<file path="src/rtl/vend_coin_acceptor.sv">
// Coin-acceptor front end: measures coin-sensor pulse widths, classifies them, queues accepted coins
// and emits single-cycle coin codes under consumer flow control. Optional tally via VEND_COIN_TALLY_EN.
module vend_coin_acceptor #(
  parameter int unsigned W_MIN05 = 4,
  parameter int unsigned W_MAX05 = 7,
  parameter int unsigned W_MIN10 = 10,
  parameter int unsigned W_MAX10 = 15,
  parameter int unsigned CNT_W   = 6,
  parameter int unsigned QDEPTH  = 4
) (
  input  logic       clk,
  input  logic       rstn,
  input  logic       coin_sense,
  input  logic       coin_hold,
  output logic [1:0] coin,
  output logic       reject,
  output logic       jam,
  output logic [7:0] tally
);

  localparam int unsigned AW  = $clog2(QDEPTH);
  localparam int unsigned QCW = AW + 1;
  localparam logic [CNT_W-1:0] CNT_SAT = '1;

  typedef enum logic [1:0] {ST_ARM, ST_IDLE, ST_MEAS, ST_JAM} state_e;

  logic              s1_q, s2_q;
  state_e            state_q, state_d;
  logic [CNT_W-1:0]  cnt_q, cnt_d;
  logic              push_c, bad_c, pop_c, push_ok_c, drop_c;
  logic [1:0]        push_code_c;
  logic [QCW-1:0]    q_cnt_q, q_cnt_d;
  logic [AW-1:0]     rd_ptr_q, wr_ptr_q;
  logic [1:0]        mem_q [QDEPTH];
  logic [1:0]        coin_q, coin_d;
  logic              reject_q, reject_d;
  logic              jam_q, jam_d;

  // Synchronizer resets high so ARM only leaves after a genuine low is seen.
  always_ff @(posedge clk or negedge rstn) begin
    if (!rstn) begin
      s1_q <= 1'b1;
      s2_q <= 1'b1;
    end else begin
      s1_q <= coin_sense;
      s2_q <= s1_q;
    end
  end

  always_ff @(posedge clk or negedge rstn) begin
    if (!rstn) begin
      state_q <= ST_ARM;
      cnt_q   <= '0;
    end else begin
      state_q <= state_d;
      cnt_q   <= cnt_d;
    end
  end

  always_comb begin
    state_d = state_q;
    cnt_d   = cnt_q;
    case (state_q)
      ST_ARM: begin
        if (!s2_q) state_d = ST_IDLE;
      end
      ST_IDLE: begin
        if (s2_q) begin
          state_d = ST_MEAS;
          cnt_d   = CNT_W'(1);
        end
      end
      ST_MEAS: begin
        if (s2_q) begin
          cnt_d = cnt_q + CNT_W'(1);
          if (cnt_d == CNT_SAT) state_d = ST_JAM;
        end else begin
          state_d = ST_IDLE;
          cnt_d   = '0;
        end
      end
      ST_JAM: begin
        if (!s2_q) begin
          state_d = ST_IDLE;
          cnt_d   = '0;
        end
      end
      default: state_d = ST_ARM;
    endcase
  end

  // Classification on pulse end; jam end always rejects.
  always_comb begin
    push_c      = 1'b0;
    push_code_c = 2'b00;
    bad_c       = 1'b0;
    case (state_q)
      ST_MEAS: begin
        if (!s2_q) begin
          if (cnt_q >= CNT_W'(W_MIN05) && cnt_q <= CNT_W'(W_MAX05)) begin
            push_c      = 1'b1;
            push_code_c = 2'b01;
          end else if (cnt_q >= CNT_W'(W_MIN10) && cnt_q <= CNT_W'(W_MAX10)) begin
            push_c      = 1'b1;
            push_code_c = 2'b10;
          end else begin
            bad_c = 1'b1;
          end
        end
      end
      ST_JAM: bad_c = !s2_q;
      default: ;
    endcase
  end

  // Queue control; a same-cycle pop frees a slot for a push into a full queue.
  always_comb begin
    pop_c     = (q_cnt_q != '0) && !coin_hold && (coin_q == 2'b00);
    push_ok_c = push_c && ((q_cnt_q != QCW'(QDEPTH)) || pop_c);
    drop_c    = push_c && !push_ok_c;
    q_cnt_d   = q_cnt_q;
    if (push_ok_c && !pop_c) q_cnt_d = q_cnt_q + QCW'(1);
    else if (pop_c && !push_ok_c) q_cnt_d = q_cnt_q - QCW'(1);
    coin_d   = pop_c ? mem_q[rd_ptr_q] : 2'b00;
    reject_d = bad_c || drop_c;
    jam_d    = (state_d == ST_JAM);
  end

  always_ff @(posedge clk or negedge rstn) begin
    if (!rstn) begin
      q_cnt_q  <= '0;
      rd_ptr_q <= '0;
      wr_ptr_q <= '0;
      for (int unsigned i = 0; i < QDEPTH; i++) mem_q[i] <= 2'b00;
      coin_q   <= 2'b00;
      reject_q <= 1'b0;
      jam_q    <= 1'b0;
    end else begin
      q_cnt_q <= q_cnt_d;
      if (push_ok_c) begin
        mem_q[wr_ptr_q] <= push_code_c;
        wr_ptr_q        <= wr_ptr_q + AW'(1);
      end
      if (pop_c) rd_ptr_q <= rd_ptr_q + AW'(1);
      coin_q   <= coin_d;
      reject_q <= reject_d;
      jam_q    <= jam_d;
    end
  end

  assign coin   = coin_q;
  assign reject = reject_q;
  assign jam    = jam_q;

`ifdef VEND_COIN_TALLY_EN
  // Code value equals its worth in 0.5 units.
  logic [7:0] tally_q;
  always_ff @(posedge clk or negedge rstn) begin
    if (!rstn) tally_q <= 8'd0;
    else       tally_q <= tally_q + 8'(coin_d);
  end
  assign tally = tally_q;
`else
  assign tally = 8'd0;
`endif

endmodule
</file>
<file path="config.mk">
export PLATFORM = sky130hd
export DESIGN_NAME = vend_coin_acceptor
export DESIGN_NICKNAME = d
export VERILOG_FILES = /design/src/rtl/vend_coin_acceptor.sv
export SDC_FILE = /design/constraint.sdc
export NUM_CORES = 1
export LEC_CHECK = 0
export CELL_PAD_IN_SITES_DETAIL_PLACEMENT = 1
export CELL_PAD_IN_SITES_GLOBAL_PLACEMENT = 2
export CORE_ASPECT_RATIO = 0.9
export CORE_MARGIN = 2
export CORE_UTILIZATION = 40
export DETAILED_ROUTE_END_ITERATION = 10
export GPL_TIMING_DRIVEN = 0
export PLACE_DENSITY_LB_ADDON = 0.2
export SKIP_CTS_REPAIR_TIMING = 1
export SLEW_MARGIN = 10
export SYNTH_ARGS = -nofsm -noshare
export SYNTH_HDL_FRONTEND = slang
export SYNTH_SLANG_ARGS = --single-unit
</file>
<file path="constraint.sdc">
create_clock -name clk -period 5.42 [get_ports clk]
set_input_delay 0.813 -clock clk [delete_from_list [all_inputs] [get_ports clk]]
set_output_delay 0.813 -clock clk [all_outputs]
set_load 0.02 [all_outputs]
</file>
==> metrics.yaml <==
synth-edff-count: 0
irDropWorstVdd_uv: 114
setup_viol: 0
grt_usage_pct: 16.0
tns_ns: 0
routed-wl-met2_microns: 1420
dp_hpwl_microns: 2330
grt_overflow: 0
fin_crit_ns: 3.16
drt-vias-per-instance: 5.05
area_growth_pct: 14.6
route.met3.wl_microns: 150
yosys.area_share.simple_pct: 11.0
post_drt_wl_per_cell_microns: 14.0
die_h_microns: 65.1
drt-initial-drc-count: 27
status: "completed"
ys.flop_type: "dfrtp_1"
htreeDepth: 2
hold_viol_final: 0
start_util_pct: 41.2
cts_tree: "done"
grt_pass1_vias: 1186
crit_fanout: 10
syn_area_sq_mm: 0.00166
ys_ff_latch: 29
postLayoutCellArea_sq_mm: 0.00190
final_core_util_pct: 47.2
yosysSeqAreaShare_pct: 44.0
endpoint_kind: "flop"
cp-start-kind: "input port"
grt_setup_unrepaired: "no"
ios: 16
cts_sinks: 29
ant_nets: 0
ys_warn_count: 0
fp.dieArea_sq_mm: 0.00467
synth-xor-area-share_pct: 4.76
coreArea_sq_mm: 0.00402
nNetsFinal: 189
io_buffers: 7
path_clk_slew_ns: 0.06
power_density_mw_per_mm2: 378
drc: 0
drt_first_pass_iters: 2
drive_gt1_share_pct: 18.5
crit_type: "input port to flop"
fp-row-count: 22
period_share_pct: 58.4
die_w_microns: 71.8
root_buffer: "clkbuf_8"
antenna_cells: 0
grt_max_degree: 30
insertion_delay_ns: 0.28
min_path_type: "flop to flop"
grt_pass1_wl_microns: 5670
top_layer: "met4"
synthAdderAreaFrac_pct: 10.9
maxSlewViolCount: 0
power.leakage_nw: 0.885
synth_cells: 151
fmax_mhz: 316
drt-total-wl_microns: 3100
wl_met1_microns: 1480
synth.distinct_cells: 47
synth_compound_area_share_pct: 11.8
whs_ns: 0.358
slew-limit-headroom_pct: 55.2
synth_top_family_by_area: "compound AO/OA/AOI/OAI gates"
tightest_slew_ns: 0.672
arrival_ns: 3.36
antenna_found_initial: 0
synthArstFlopShare_pct: 100
vias: 1117
synthMuxAreaShare_pct: 9.37
required_ns: 5.62
cts_buffers: 5
placed_cell_area_sq_mm: 0.00181
finClkSkew_ns: 0.00697
maxCapViolCount: 0
avgSynthCellArea_sq_um: 11.0
gp_congestion: 0.816
cts_buffer_depth: 2
fillerInstances: 447
-- kinds of logic (layout without fill, tap and decap cells) --
| group | Yosys count | after routing |
|---|---|---|
| adders and majority gates | 14 | 14 |
| and+or+nand+nor | 33 | 33 |
| muxes | 12 | 12 |
| buffers and inverters | 25 | 40 |
| other | 1 | 8 |
| xor gates and xnor gates | 9 | 9 |
| AOI/OAI and AO/OA | 28 | 28 |
| DFF | 29 | 29 |
-- through the flow --
| stage | std cells | power (mW) | setup slack (ns) |
|---|---|---|---|
| final | 221 | 0.718 | 2.26 |
| after global routing | 221 | 0.777 | 2.05 |
| after CTS | 221 | 0.731 | 2.25 |
| after detailed placement | 213 | 0.546 | 1.96 |
| after global placement | 213 | 0.531 | 2.04 |
| after floorplan | 158 | 0.482 | 2.60 |
-- cell usage in the layout, fill, tap and decap left out, types with 2 or more instances in the layout --
master | Yosys | final
dfrtp_1 | 27 | 27
ha_1 | 12 | 12
inv_1 | 10 | 10
o21ai_0 | 10 | 10
buf_4 | 8 | 8
conb_1 | 1 | 8
clkbuf_1 | 5 | 7
nand2_1 | 7 | 7
nor2_1 | 7 | 7
clkbuf_8 | 0 | 6
clkdlybuf4s50_1 | 0 | 6
xnor2_1 | 5 | 5
mux2_1 | 5 | 5
a21oi_1 | 4 | 4
xor2_1 | 4 | 4
nor3_1 | 3 | 3
mux2_2 | 3 | 3
nand2_2 | 3 | 3
nand3_1 | 2 | 2
mux4_2 | 2 | 2
nor2b_1 | 2 | 2
mux2i_1 | 2 | 2
a31oi_1 | 2 | 2
dfstp_2 | 2 | 2
-- power by group --
part | internal (mW) | leakage (nW) | total [mW] | switching [mW]
Sequential | 0.255 | 0.380 | 0.304 | 0.0483
Combinational | 0.110 | 0.460 | 0.235 | 0.125
Clock | 0.103 | 0.0455 | 0.180 | 0.0767
-- Yosys cell counts, types with 3 or more instances --
master	number	area (sq um)
mux2_2	3	33.8
xnor2_1	5	43.8
nand2_1	7	26.3
a21oi_1	4	20.0
inv_1	10	37.5
buf_4	8	60.1
xor2_1	4	35.0
nor2_1	7	26.3
o21ai_0	10	50.1
nor3_1	3	15.0
ha_1	12	150
dfrtp_1	27	676
mux2_1	5	56.3
nand2_2	3	18.8
clkbuf_1	5	18.8
-- state kept, by name, indices dropped and copies added, names as in the netlist --
name / cells
state_q: 2
coin: 2
s1_q: 1
cnt_q: 6
mem_q: 8
jam: 1
reject: 1
rd_ptr_q: 2
q_cnt_q: 3
s2_q: 1
wr_ptr_q: 2
-- routing by layer --
| metal | global-route usage [%] | vias up |
|---|---|---|
| li1 | - | 547 |
| met1 | 21.3 | 541 |
| met2 | 24.2 | 21 |
| met3 | 5.13 | 8 |
| met4 | 6.37 | 0 |
| met5 | 0 | - |
-- final cells by class --
class | count | area (sq um) | area share, %
Timing Repair Buffer | 7 | 65.1 | 3.43
Sequential cell | 29 | 728 | 38.4
Clock buffer | 8 | 90.1 | 4.75
Buffer | 15 | 95.1 | 5.01
Multi-Input combinational cell | 104 | 822 | 43.3
Inverter | 10 | 37.5 | 1.98
Tap cell | 48 | 60.1 | 3.16
-- critical path: stages --
cell	delay (ns)
clkdlybuf4s50_1	0.39
or3_1	0.45
a211oi_4	0.53
ha_1	0.29
inv_1	0.06
fa_1	0.37
xor2_1	0.17
nor2_1	0.13
xor2_1	0.16
-- path summary, 6_finish.rpt --
| kind | start | endpoint | slack (ns) | depth (start not counted) |
|---|---|---|---|---|
| min in group asynchronous | rstn | jam$_DFF_PN0_ | 0.57 | 1 |
| hold reg to reg | s1_q$_DFF_PN1_ | s2_q$_DFF_PN1_ | 0.36 | 0 |
| setup / recovery | coin_hold | q_cnt_q[2]$_DFFE_PN0P_ | 2.26 | 9 |
| setup reg to reg | state_q[0]$_DFF_PN0_ | q_cnt_q[2]$_DFFE_PN0P_ | 2.32 | 11 |
| max in group asynchronous | rstn | wr_ptr_q[0]$_DFFE_PN0P_ | 4.41 | 1 |
| hold / removal | s1_q$_DFF_PN1_ | s2_q$_DFF_PN1_ | 0.36 | 0 |
Note: power is estimated with default switching activity, not from simulation.
